<file path="config.mk">
export PLATFORM = sky130hd
export DESIGN_NAME = mcycle_control_flat
export DESIGN_NICKNAME = d
export VERILOG_FILES = /design/src/rtl/mcycle_control_if.sv /design/src/rtl/mcycle_control.sv /design/src/flat_wrapper.sv
export SDC_FILE = /design/constraint.sdc
export NUM_CORES = 1
export LEC_CHECK = 0
export CORE_UTILIZATION = 30
export CTS_CLUSTER_SIZE = 25
export DETAILED_ROUTE_END_ITERATION = 16
export DONT_BUFFER_PORTS = 1
export PLACE_DENSITY = 0.45
export SLEW_MARGIN = 20
export SYNTH_ARGS = -nofsm -noshare
export SYNTH_HDL_FRONTEND = slang
export SYNTH_SLANG_ARGS = --single-unit
</file>
<file path="constraint.sdc">
create_clock -name clk -period 2.64 [get_ports clk]
set_input_delay 0.66 -clock clk [delete_from_list [all_inputs] [get_ports clk]]
set_output_delay 0.66 -clock clk [all_outputs]
set_load 0.05 [all_outputs]
</file>
<file path="src/rtl/mcycle_control_if.sv">
// Control bus between mcycle_control (master) and the datapath/memory port (slave).
interface mcycle_control_if #(
    parameter int unsigned WIDTH         = 16,
    parameter int unsigned ALU_CONT_BITS = 5
);
    logic [WIDTH-1:0]         instruction;
    logic [WIDTH-1:0]         psr_flags;
    logic                     reg_write;
    logic                     pc_en;
    logic                     alu_A_src;
    logic [1:0]               alu_B_src;
    logic                     pc_src;
    logic                     reg_write_src;
    logic                     destination_reg;
    logic [ALU_CONT_BITS-1:0] alu_cont;
    logic                     mem_addr_src;
    logic                     mem_write;
    logic                     illegal;

    modport master (
        input  instruction, psr_flags,
        output reg_write, pc_en, alu_A_src, alu_B_src, pc_src, reg_write_src,
               destination_reg, alu_cont, mem_addr_src, mem_write, illegal
    );

    modport slave (
        output instruction, psr_flags,
        input  reg_write, pc_en, alu_A_src, alu_B_src, pc_src, reg_write_src,
               destination_reg, alu_cont, mem_addr_src, mem_write, illegal
    );
endinterface

</file>
<file path="src/rtl/mcycle_control.sv">
// Multicycle control FSM for the 16-bit datapath and memory port.
// Optional feature: define MCYCLE_TRAP_ILLEGAL_EN to halt on an illegal instruction.
module mcycle_control #(
    parameter int unsigned WIDTH         = 16,
    parameter int unsigned ALU_CONT_BITS = 5
) (
    input  logic              clk,
    input  logic              reset,
    mcycle_control_if.master  bus
);
    localparam logic [ALU_CONT_BITS-1:0] ALU_ADD   = ALU_CONT_BITS'(0);
    localparam logic [ALU_CONT_BITS-1:0] ALU_SUB   = ALU_CONT_BITS'(1);
    localparam logic [ALU_CONT_BITS-1:0] ALU_AND   = ALU_CONT_BITS'(2);
    localparam logic [ALU_CONT_BITS-1:0] ALU_OR    = ALU_CONT_BITS'(3);
    localparam logic [ALU_CONT_BITS-1:0] ALU_XOR   = ALU_CONT_BITS'(4);
    localparam logic [ALU_CONT_BITS-1:0] ALU_PASSB = ALU_CONT_BITS'(5);
    localparam logic [ALU_CONT_BITS-1:0] ALU_PASSA = ALU_CONT_BITS'(6);
    localparam logic [ALU_CONT_BITS-1:0] ALU_LUI   = ALU_CONT_BITS'(7);

    typedef enum logic [3:0] {
        S_FETCH, S_DECODE, S_EXEC, S_WB, S_MEM_RD, S_MEM_WAIT, S_LOAD_WB,
        S_MEM_WR, S_BR_CALC, S_BR_TAKE, S_JUMP, S_LINK, S_LINK_WB, S_HALT
    } state_t;

    state_t           state, state_n;
    logic [WIDTH-1:0] ir;
    logic             flag_c, flag_l, flag_f, flag_z, flag_n;

    // ALU-class function codes shared by the R-type ext field and the I-type opcode
    function automatic logic is_alu_code(input logic [3:0] code);
        return code inside {4'h1, 4'h2, 4'h3, 4'h5, 4'h9, 4'hB, 4'hD};
    endfunction

    // Fields of the instruction arriving from memory during DECODE
    logic [3:0] in_op, in_cond, in_ext;
    logic dec_alu, dec_load, dec_stor, dec_jal, dec_jcond, dec_bcond, dec_legal, cond_true;
    assign in_op   = bus.instruction[15:12];
    assign in_cond = bus.instruction[11:8];
    assign in_ext  = bus.instruction[7:4];

    assign dec_alu   = ((in_op == 4'h0) && is_alu_code(in_ext)) || is_alu_code(in_op) || (in_op == 4'hF);
    assign dec_load  = (in_op == 4'h4) && (in_ext == 4'h0);
    assign dec_stor  = (in_op == 4'h4) && (in_ext == 4'h4);
    assign dec_jal   = (in_op == 4'h4) && (in_ext == 4'h8);
    assign dec_jcond = (in_op == 4'h4) && (in_ext == 4'hC);
    assign dec_bcond = (in_op == 4'hC);
    assign dec_legal = dec_alu | dec_load | dec_stor | dec_jal | dec_jcond | dec_bcond;

    // Branch/jump condition evaluated on the latched flags
    always_comb begin
        cond_true = 1'b0;
        case (in_cond)
            4'h0: cond_true = flag_z;
            4'h1: cond_true = !flag_z;
            4'h2: cond_true = flag_c;
            4'h3: cond_true = !flag_c;
            4'h4: cond_true = flag_l;
            4'h5: cond_true = !flag_l;
            4'h6: cond_true = flag_n;
            4'h7: cond_true = !flag_n;
            4'h8: cond_true = flag_f;
            4'h9: cond_true = !flag_f;
            4'hA: cond_true = !flag_l && !flag_z;
            4'hB: cond_true = flag_l || flag_z;
            4'hC: cond_true = !flag_n && !flag_z;
            4'hD: cond_true = flag_n || flag_z;
            4'hE: cond_true = 1'b1;
            default: cond_true = 1'b0;
        endcase
    end

    // Latched-instruction decode used from EXEC onwards
    logic [3:0]               ir_code;
    logic                     ir_rtype, ir_is_cmp, ir_sets_flags;
    logic [ALU_CONT_BITS-1:0] ir_alu_op;
    assign ir_rtype      = (ir[15:12] == 4'h0);
    assign ir_code       = ir_rtype ? ir[7:4] : ir[15:12];
    assign ir_is_cmp     = (ir_code == 4'hB);
    assign ir_sets_flags = ir_code inside {4'h5, 4'h9, 4'hB};

    // Function code to ALU operation
    always_comb begin
        ir_alu_op = ALU_ADD;
        case (ir_code)
            4'h1: ir_alu_op = ALU_AND;
            4'h2: ir_alu_op = ALU_OR;
            4'h3: ir_alu_op = ALU_XOR;
            4'h5: ir_alu_op = ALU_ADD;
            4'h9: ir_alu_op = ALU_SUB;
            4'hB: ir_alu_op = ALU_SUB;
            4'hD: ir_alu_op = ALU_PASSB;
            4'hF: ir_alu_op = ALU_LUI;
            default: ir_alu_op = ALU_ADD;
        endcase
    end

    // State register
    always_ff @(posedge clk or posedge reset) begin
        if (reset) state <= S_FETCH;
        else       state <= state_n;
    end

    // Instruction latch (end of DECODE) and PSR flag capture (end of flag-setting EXEC)
    always_ff @(posedge clk or posedge reset) begin
        if (reset) begin
            ir     <= '0;
            flag_c <= 1'b0;
            flag_l <= 1'b0;
            flag_f <= 1'b0;
            flag_z <= 1'b0;
            flag_n <= 1'b0;
        end else begin
            if (state == S_DECODE) ir <= bus.instruction;
            if ((state == S_EXEC) && ir_sets_flags) begin
                flag_c <= bus.psr_flags[0];
                flag_l <= bus.psr_flags[2];
                flag_f <= bus.psr_flags[5];
                flag_z <= bus.psr_flags[6];
                flag_n <= bus.psr_flags[7];
            end
        end
    end

    // Next-state logic
    always_comb begin
        state_n = state;
        case (state)
            S_FETCH: state_n = S_DECODE;
            S_DECODE: begin
                if (dec_alu)        state_n = S_EXEC;
                else if (dec_load)  state_n = S_MEM_RD;
                else if (dec_stor)  state_n = S_MEM_WR;
                else if (dec_bcond) state_n = cond_true ? S_BR_CALC : S_FETCH;
                else if (dec_jcond) state_n = cond_true ? S_JUMP : S_FETCH;
                else if (dec_jal)   state_n = S_LINK;
                else begin
`ifdef MCYCLE_TRAP_ILLEGAL_EN
                    state_n = S_HALT;
`else
                    state_n = S_FETCH;
`endif
                end
            end
            S_EXEC:     state_n = ir_is_cmp ? S_FETCH : S_WB;
            S_WB:       state_n = S_FETCH;
            S_MEM_RD:   state_n = S_MEM_WAIT;
            S_MEM_WAIT: state_n = S_LOAD_WB;
            S_LOAD_WB:  state_n = S_FETCH;
            S_MEM_WR:   state_n = S_FETCH;
            S_BR_CALC:  state_n = S_BR_TAKE;
            S_BR_TAKE:  state_n = S_FETCH;
            S_JUMP:     state_n = S_FETCH;
            S_LINK:     state_n = S_LINK_WB;
            S_LINK_WB:  state_n = S_FETCH;
`ifdef MCYCLE_TRAP_ILLEGAL_EN
            S_HALT:     state_n = S_HALT;
`endif
            default:    state_n = S_FETCH;
        endcase
    end

    logic                     reg_write_c, pc_en_c, alu_a_src_c, pc_src_c;
    logic                     reg_write_src_c, mem_addr_src_c, mem_write_c, illegal_c;
    logic [1:0]               alu_b_src_c;
    logic [ALU_CONT_BITS-1:0] alu_cont_c;

    // Moore output decode; enables are forced low while reset is held
    always_comb begin
        reg_write_c     = 1'b0;
        pc_en_c         = 1'b0;
        alu_a_src_c     = 1'b0;
        alu_b_src_c     = 2'd0;
        pc_src_c        = 1'b0;
        reg_write_src_c = 1'b0;
        alu_cont_c      = ALU_ADD;
        mem_addr_src_c  = 1'b0;
        mem_write_c     = 1'b0;
        illegal_c       = 1'b0;
        case (state)
            S_FETCH: alu_b_src_c = 2'd2;
            S_DECODE: begin
                pc_en_c   = 1'b1;
                illegal_c = !dec_legal;
            end
            S_EXEC: begin
                alu_a_src_c = 1'b1;
                alu_b_src_c = ir_rtype ? 2'd0 : 2'd1;
                alu_cont_c  = ir_alu_op;
            end
            S_WB:       reg_write_c = 1'b1;
            S_MEM_RD:   mem_addr_src_c = 1'b1;
            S_MEM_WAIT: mem_addr_src_c = 1'b1;
            S_LOAD_WB: begin
                reg_write_c     = 1'b1;
                reg_write_src_c = 1'b1;
            end
            S_MEM_WR: begin
                mem_addr_src_c = 1'b1;
                mem_write_c    = 1'b1;
            end
            S_BR_CALC: alu_b_src_c = 2'd1;
            S_BR_TAKE: pc_en_c = 1'b1;
            S_JUMP: begin
                pc_en_c  = 1'b1;
                pc_src_c = 1'b1;
            end
            S_LINK: alu_cont_c = ALU_PASSA;
            S_LINK_WB: begin
                reg_write_c = 1'b1;
                pc_en_c     = 1'b1;
                pc_src_c    = 1'b1;
            end
            default: ;
        endcase
        if (reset) begin
            reg_write_c = 1'b0;
            pc_en_c     = 1'b0;
            mem_write_c = 1'b0;
        end
    end

    assign bus.reg_write       = reg_write_c;
    assign bus.pc_en           = pc_en_c;
    assign bus.alu_A_src       = alu_a_src_c;
    assign bus.alu_B_src       = alu_b_src_c;
    assign bus.pc_src          = pc_src_c;
    assign bus.reg_write_src   = reg_write_src_c;
    assign bus.destination_reg = 1'b0;
    assign bus.alu_cont        = alu_cont_c;
    assign bus.mem_addr_src    = mem_addr_src_c;
    assign bus.mem_write       = mem_write_c;
    assign bus.illegal         = illegal_c;

    // Fields not needed for control sequencing
    logic unused_bits;
    assign unused_bits = ^{bus.instruction[3:0], ir[11:8], ir[3:0], bus.psr_flags[15:8],
                           bus.psr_flags[4:3], bus.psr_flags[1]};
endmodule

</file>
<file path="src/flat_wrapper.sv">
// flat-port wrapper written by rule: the top's interface ports become plain ports
module mcycle_control_flat 
#(
    parameter int unsigned WIDTH         = 16,
    parameter int unsigned ALU_CONT_BITS = 5
)
  (clk, reset, bus_instruction, bus_psr_flags, bus_reg_write, bus_pc_en, bus_alu_A_src, bus_alu_B_src, bus_pc_src, bus_reg_write_src, bus_destination_reg, bus_alu_cont, bus_mem_addr_src, bus_mem_write, bus_illegal);
  mcycle_control_if #(.WIDTH(WIDTH), .ALU_CONT_BITS(ALU_CONT_BITS)) bus_i ();
  input  logic clk;
  input  logic reset;
  input wire logic [$bits(bus_i.instruction)-1:0] bus_instruction;
  input wire logic [$bits(bus_i.psr_flags)-1:0] bus_psr_flags;
  output wire logic [$bits(bus_i.reg_write)-1:0] bus_reg_write;
  output wire logic [$bits(bus_i.pc_en)-1:0] bus_pc_en;
  output wire logic [$bits(bus_i.alu_A_src)-1:0] bus_alu_A_src;
  output wire logic [$bits(bus_i.alu_B_src)-1:0] bus_alu_B_src;
  output wire logic [$bits(bus_i.pc_src)-1:0] bus_pc_src;
  output wire logic [$bits(bus_i.reg_write_src)-1:0] bus_reg_write_src;
  output wire logic [$bits(bus_i.destination_reg)-1:0] bus_destination_reg;
  output wire logic [$bits(bus_i.alu_cont)-1:0] bus_alu_cont;
  output wire logic [$bits(bus_i.mem_addr_src)-1:0] bus_mem_addr_src;
  output wire logic [$bits(bus_i.mem_write)-1:0] bus_mem_write;
  output wire logic [$bits(bus_i.illegal)-1:0] bus_illegal;
  assign bus_i.instruction = bus_instruction;
  assign bus_i.psr_flags = bus_psr_flags;
  assign bus_reg_write = bus_i.reg_write;
  assign bus_pc_en = bus_i.pc_en;
  assign bus_alu_A_src = bus_i.alu_A_src;
  assign bus_alu_B_src = bus_i.alu_B_src;
  assign bus_pc_src = bus_i.pc_src;
  assign bus_reg_write_src = bus_i.reg_write_src;
  assign bus_destination_reg = bus_i.destination_reg;
  assign bus_alu_cont = bus_i.alu_cont;
  assign bus_mem_addr_src = bus_i.mem_addr_src;
  assign bus_mem_write = bus_i.mem_write;
  assign bus_illegal = bus_i.illegal;
  mcycle_control #(.WIDTH(WIDTH), .ALU_CONT_BITS(ALU_CONT_BITS)) u_core (.clk(clk), .reset(reset), .bus(bus_i));
endmodule
</file>
==> results of run 1 <==
synth_stat cells (2+ instances only):
master    instances  area, um2
nor2_1           19      71.32
dfrtp_1          17      425.4
nand2_1          15      56.30
inv_1            11      41.29
a21oi_1           8      40.04
o21ai_0           7      35.03
clkbuf_1          6      22.52
mux2_2            6      67.56
nor3_1            6      30.03
mux2_1            5      56.30
nand2b_1          5      31.28
and3_1            4      25.02
nor2b_1           4      25.02
a211oi_1          3      22.52
a31oi_1           3      18.77
buf_4             3      22.52
ha_1              3      37.54
o22ai_1           3      18.77
xor2_1            3      26.28
a221oi_1          2      17.52
a311oi_1          2      17.52
nand3_1           2      10.01
nor4_1            2      12.51
o31ai_1           2      15.01
xnor2_1           2      17.52
sequential cells by signal, summed over array words and instances, names as in the netlist:
| name | count |
|---|---|
| u_core.flag_c | 1 |
| u_core.state | 4 |
| u_core.flag_f | 1 |
| u_core.flag_n | 1 |
| u_core.flag_l | 1 |
| u_core.flag_z | 1 |
| u_core.ir | 8 |
final cells by class:
class	instances	area, um2	share of cell area
inverter	11	41.29	0.02450
multi-input combinational	128	939.7	0.5575
sequential	17	429.2	0.2546
tap	50	62.56	0.03712
timing repair buffer	19	167.7	0.09948
clock buffer	4	45.04	0.02673
worst paths after layout:
| path | start | end | slack, ps | cells past startpoint |
|---|---|---|---|---|
| min reg2reg | u_core.flag_c | u_core.flag_c | 520 | 1 |
| max reg2reg | u_core.ir[14] | u_core.flag_z | 350 | 6 |
| min in group clk | u_core.flag_c | u_core.flag_c | 520 | 1 |
| max in group asynchronous | reset | u_core.ir[12] | 1800 | 1 |
| max | u_core.ir[14] | bus_alu_cont[2] | 20 | 6 |
| min | reset | u_core.state[2] | 380 | 1 |
kinds of logic (layout without fill, tap and decap cells):
| family | count (synthesis) | after routing | synth area share |
|---|---|---|---|
| other cells | 1 | 3 | 0.002806 |
| compound gates | 41 | 41 | 0.2154 |
| buf+inv | 20 | 34 | 0.06460 |
| xor+xnor | 5 | 5 | 0.03278 |
| mux | 12 | 12 | 0.1002 |
| flops | 17 | 17 | 0.3184 |
| simple gates | 64 | 64 | 0.2378 |
| fa+ha+maj | 3 | 3 | 0.02809 |
timing repair:
| action | in CTS | in global routing |
|---|---|---|
| endpoints found under the hold margin | 0 | 0 |
| cloned | 0 | 0 |
| gates resized for setup | 9 | 8 |
| pin swaps | 4 | 4 |
| setup buffers | 1 | 1 |
| setup endpoints to repair | 2 | 2 |
report_power, final:
part           internal, mW  switching [mW]
Combinational         0.492           0.659
Clock                 0.107          0.0879
Sequential            0.382           0.128
worst max-delay path, stage by stage, from the launching register on:
cell and delay [ps]:
dfrtp_2 430, or4b_4 560, and2_4 180, and3_4 170
a21oi_4 110, o22ai_2 90, buf_12 170
routing by layer:
metal  vias to the layer above  share of wire  wire length, um  global-route usage
li1                        610              -                -                   -
met3                         4          0.063              215             0.03454
met1                       585           0.46             1566              0.2183
met5                         -              0                0                   0
met2                        46           0.46             1572              0.2512
met4                         0          0.011               36             0.06633
through the flow:
| stage | setup WS, ps | setup TNS [ps] | util | area [um2] |
|---|---|---|---|---|
| finish | 16.14 | 0 | 0.4067 | 1685 |
| global route | -47.98 | -95.57 | 0.4067 | 1685 |
| CTS | -10.83 | -15.52 | 0.3982 | 1650 |
| detailed placement | 128.5 | 0 | 0.3774 | 1564 |
| global placement | 145.5 | 0 | 0.3774 | 1564 |
| floorplan | 14.89 | 0 | - | 1389 |
==> run_results.csv, run 1 <==
group,metric,value,unit
sta,period_share,0.9939,
grt,grt_pass1_vias,1194,
finish,fillers,433,
synthesis,synth_ff_type,"dfrtp_1",
run_status,status,"completed",
grt,grt_antenna_before_repair,0,
floorplan,initial_core_util,0.3225,
finish,final_cell_mix,"buf_4 (17), nand2_1 (15), nor2_1 (14), dfrtp_1 (14), inv_1 (9)",
cts,path_clk_slew,70,ps
finish,fin_nets,217,
placement,hpwl,2736,um
sta,timing.final.crit_period,2624,ps
sta,worstMarginPinSlew,660.0,ps
critical_path,end_kind,"output port",
critical_path,arrival,1960,ps
finish,instances_no_fill,229,
finish,layout_commonest_cell,"buf_4",
cts,clockBufferDepth,2,
route,drt-wirelength-per-cell,14.81,um
floorplan,die-area,4725,um2
floorplan,pin_count,50,
grt,grt_usage,0.1623,
grt,grt_max_degree,18,
floorplan,die_h,68.74,um
critical_path,critPathMaxFanout,5,
cts,cts-hold-fix-buffers,0,
sta,relSlewSlack,0.5595,
synthesis,ys_seq_area_frac,0.3184,
sta,max_freq,381.1,MHz
pwr,ir_worst_vdd,0.4192,mV
sta,timing.hold.ws,381.3,ps
synthesis,syn_area,1336,um2
cts,clk_latency,250,ps
route,num_vias,1245,
finish,area_delta_synth_final,26.12,%
sta,clock_skew,6.510,ps
critical_path,critical_path_class,"flop to output port",
sta,drv_slew,0,
cts,cts.htree.levels,1,
cts,cts_buffers,3,
sta,rsz0062_at_grt,"yes",
cts,cts.sinks,17,
cts,cts_root_buffer,"clkbuf_8",
pwr,p_total,1.856,mW
synthesis,ys_warn_count,0,
cts,cts_tree,"done",
synthesis,synth_cells,163,
grt,globalRouteOverflowTotal,0,
placement,routabilityCongestion,0.8058,
finish,final_layout_size_suffix_gt1_frac,0.3073,
synthesis,netlist-cell-type-count,45,
placement,dp_cells,223,
floorplan,rows,23,
route,dr.pass1.iters,4,
floorplan,core,4144,um2
pwr,powerDensity,1101,nW/um2
hold_path,min_path_type,"input pin to asynchronous set/reset pin",
route,route.detailed.drc,0,
placement,port_buffers,0,
critical_path,worst_setup_path_start_kind,"flop",
synthesis,async_reset_ff_frac,1.000,
synthesis,synth_edf_count,0,
sta,finalSetupViolations,0,
route,wl,3392,um
critical_path,critPathRequiredTime,1980,ps
pwr,leakagePower,0.6990,nW
route,drt_iter0_markers,61,
synthesis,synth-seq-cells,17,
sta,finalHoldViolCount,0,
floorplan,die_w,68.74,um
route,antenna_left,0,
job,cap_violations,0,
grt,grt_pass1_wl,5616,um
route,via_per_inst,5.437,
finish,diodes,0,
synthesis,avgSynthCellArea,8.198,um2
No activity file was read; power rests on OpenSTA's default activity.
==> inputs of run 2 (changes only) <==
CTS_CLUSTER_SIZE = default   (was 25)
clock period = 2.8 ns   (was 2.64 ns; I/O delays follow)
==> run 2 against run 1 <==
Die area unchanged; critical endpoint is now bus_alu_cont[1]; total power shrank 11%; clock power hardly changed; clock-buffer cell count is 1 lower; wire length shrank 0.18%; combinational power shrank 15%; critical path depth is 2 higher; cell area decreased by 4.3%; via count is 2.7% lower; clock skew decreased by 5.5 ps.
==> run_results.csv, run 2 (synthesis gave the netlist of run 1 again) <==
group,metric,value,unit
sta,period_share,0.9647,
grt,grt_pass1_vias,1116,
sta,timing.final.crit_period,2701,ps
floorplan,initial_core_util,0.3225,
critical_path,r2r_start,"u_core.ir[13]",
sta,finalSetupViolations,0,
finish,final_layout_size_suffix_gt1_frac,0.2429,
sta,max_freq,370.2,MHz
route,antenna_left,0,
cts,cts_root_buffer,"clkbuf_8",
route,dr.pass1.iters,4,
grt,grt_max_degree,18,
grt,globalRouteOverflowTotal,0,
finish,largest_register_ffs,8,
finish,fin_nets,215,
route,route.detailed.drc,0,
sta,worstMarginPinSlew,625.9,ps
cts,clockBufferDepth,2,
sta,finalHoldViolCount,0,
sta,timing.hold.ws,402.8,ps
route,via_per_inst,5.339,
floorplan,die_w,68.74,um
sta,fin_setup_tns,0,ps
grt,grt_antenna_before_repair,0,
pwr,p_int,860.2,uW
grt,grt_pass1_wl,5126,um
cts,clk_latency,260,ps
critical_path,rr_endpoint,"u_core.flag_n",
sta,rsz0062_at_grt,"no",
pwr,p_clk_frac,0.116,
placement,hpwl,2682,um
pwr,swShare,0.4803,
finish,instances_no_fill,227,
pwr,p_total,1.655,mW
critical_path,critPathRequiredTime,2100,ps
pwr,leakagePower,0.6884,nW
sta,relSlewSlack,0.5823,
sta,clock_skew,1.035,ps
placement,routabilityCongestion,0.7912,
critical_path,arrival,2000,ps
hold_path,min_path_type,"input pin to asynchronous set/reset pin",
critical_path,critical_path_class,"flop to output port",
finish,reg_top3,"u_core.ir (8), u_core.state (4)",
route,num_vias,1212,
finish,diodes,0,
grt,grt_usage,0.1489,
critical_path,critPathMaxFanout,5,
cts,cts.htree.levels,1,
finish,final_cell_mix,"nor2_1 (17), dfrtp_1 (17), nand2_1 (15), buf_4 (15), inv_1 (11)",
critical_path,reg2reg_depth,5,
route,drt_iter0_markers,55,
floorplan,die-area,4725,um2
run_status,status,"completed",
cts,path_clk_slew,70,ps
route,drt-wirelength-per-cell,14.92,um
placement,dp_cells,221,
sta,drv_slew,0,
floorplan,die_h,68.74,um
finish,top_register,"u_core.ir",
cts,cts_tree,"done",
critical_path,end_kind,"output port",
critical_path,critPathLaunch,"u_core.ir[13]",
placement,port_buffers,0,
floorplan,core,4144,um2
cts,cts-hold-fix-buffers,0,
critical_path,reg2reg_slack,670,ps
pwr,power_switching,795.0,uW
floorplan,rows,23,
pwr,pwr-share-seq,0.293,
finish,area_delta_synth_final,20.69,%
pwr,powerDensity,1026,nW/um2
route,wl,3386,um
pwr,ir_worst_vdd,0.4009,mV
cts,cts.sinks,17,
pwr,comb_power_share,0.591,
job,cap_violations,0,
cts,cts_buffers,3,
critical_path,worst_setup_path_start_kind,"flop",
floorplan,pin_count,50,
## run 2: changes by cell type in the layout (fill, tap and decap cells not counted), sizes merged
cell / change
buf: -2
clkinvlp: +1
clkbuf: -1
## run 2: metal layers
metal | share of wire | wire length (um) | track usage
met5 | 0 | 0 | 0
met4 | 0.0035 | 12 | 0.03061
met3 | 0.065 | 221 | 0.04605
met2 | 0.47 | 1590 | 0.2414
met1 | 0.46 | 1560 | 0.1946
## run 2: final cells by class
type	count	area (um2)
fillers	434	2531
repair buffers	17	135.1
clock inverters	1	7.507
inverters	11	41.29
clock buffers	3	41.29
multi-input cells	128	899.6
well taps	50	62.56
flip-flops and latches	17	425.4
## run 2: power by group through the flow
| stage | sequential, mW | combinational, mW | clock (mW) |
|---|---|---|---|
| 2_1_floorplan | 0.419 | 0.760 | 0 |
| 3_3_place_gp | 0.488 | 0.879 | 0 |
| 3_5_place_dp | 0.492 | 0.902 | 0 |
| 4_1_cts | 0.482 | 0.920 | 0.199 |
| 5_1_grt | 0.501 | 1.06 | 0.208 |
| 6_report | 0.485 | 0.979 | 0.192 |
## run 2: how the worst max path moves through the flow
stage               slack, ps         endpoint  cells past startpoint
finish                    100  bus_alu_cont[1]                      8
detailed placement        230      bus_illegal                      5
CTS                         8  bus_alu_cont[1]                      6
global route                3  bus_alu_cont[1]                      8
global placement          220      bus_illegal                      5
floorplan                  30        bus_pc_en                      6
## run 2: critical path, stage by stage (launching register included)
cell     delay (ps)
dfrtp_1         420
nor2_1          100
a31oi_2         270
inv_1           130
ha_1            300
and3_1          150
a21oi_2         110
o22ai_2          90
buf_6           170
## run 2: stage by stage
stage               utilization  setup WS (ps)  cell area (um2)
floorplan                     -          28.25             1384
global placement         0.3665          222.1             1519
detailed placement       0.3665          230.1             1519
CTS                      0.3801          8.395             1575
global route             0.3892          3.363             1613
finish                   0.3892          98.85             1613
## run 2: timing repair
action,in CTS,in global routing
gates resized for setup,0,8
endpoints found under the setup margin,2,2
buffers inserted,1,1
pin swaps,0,0
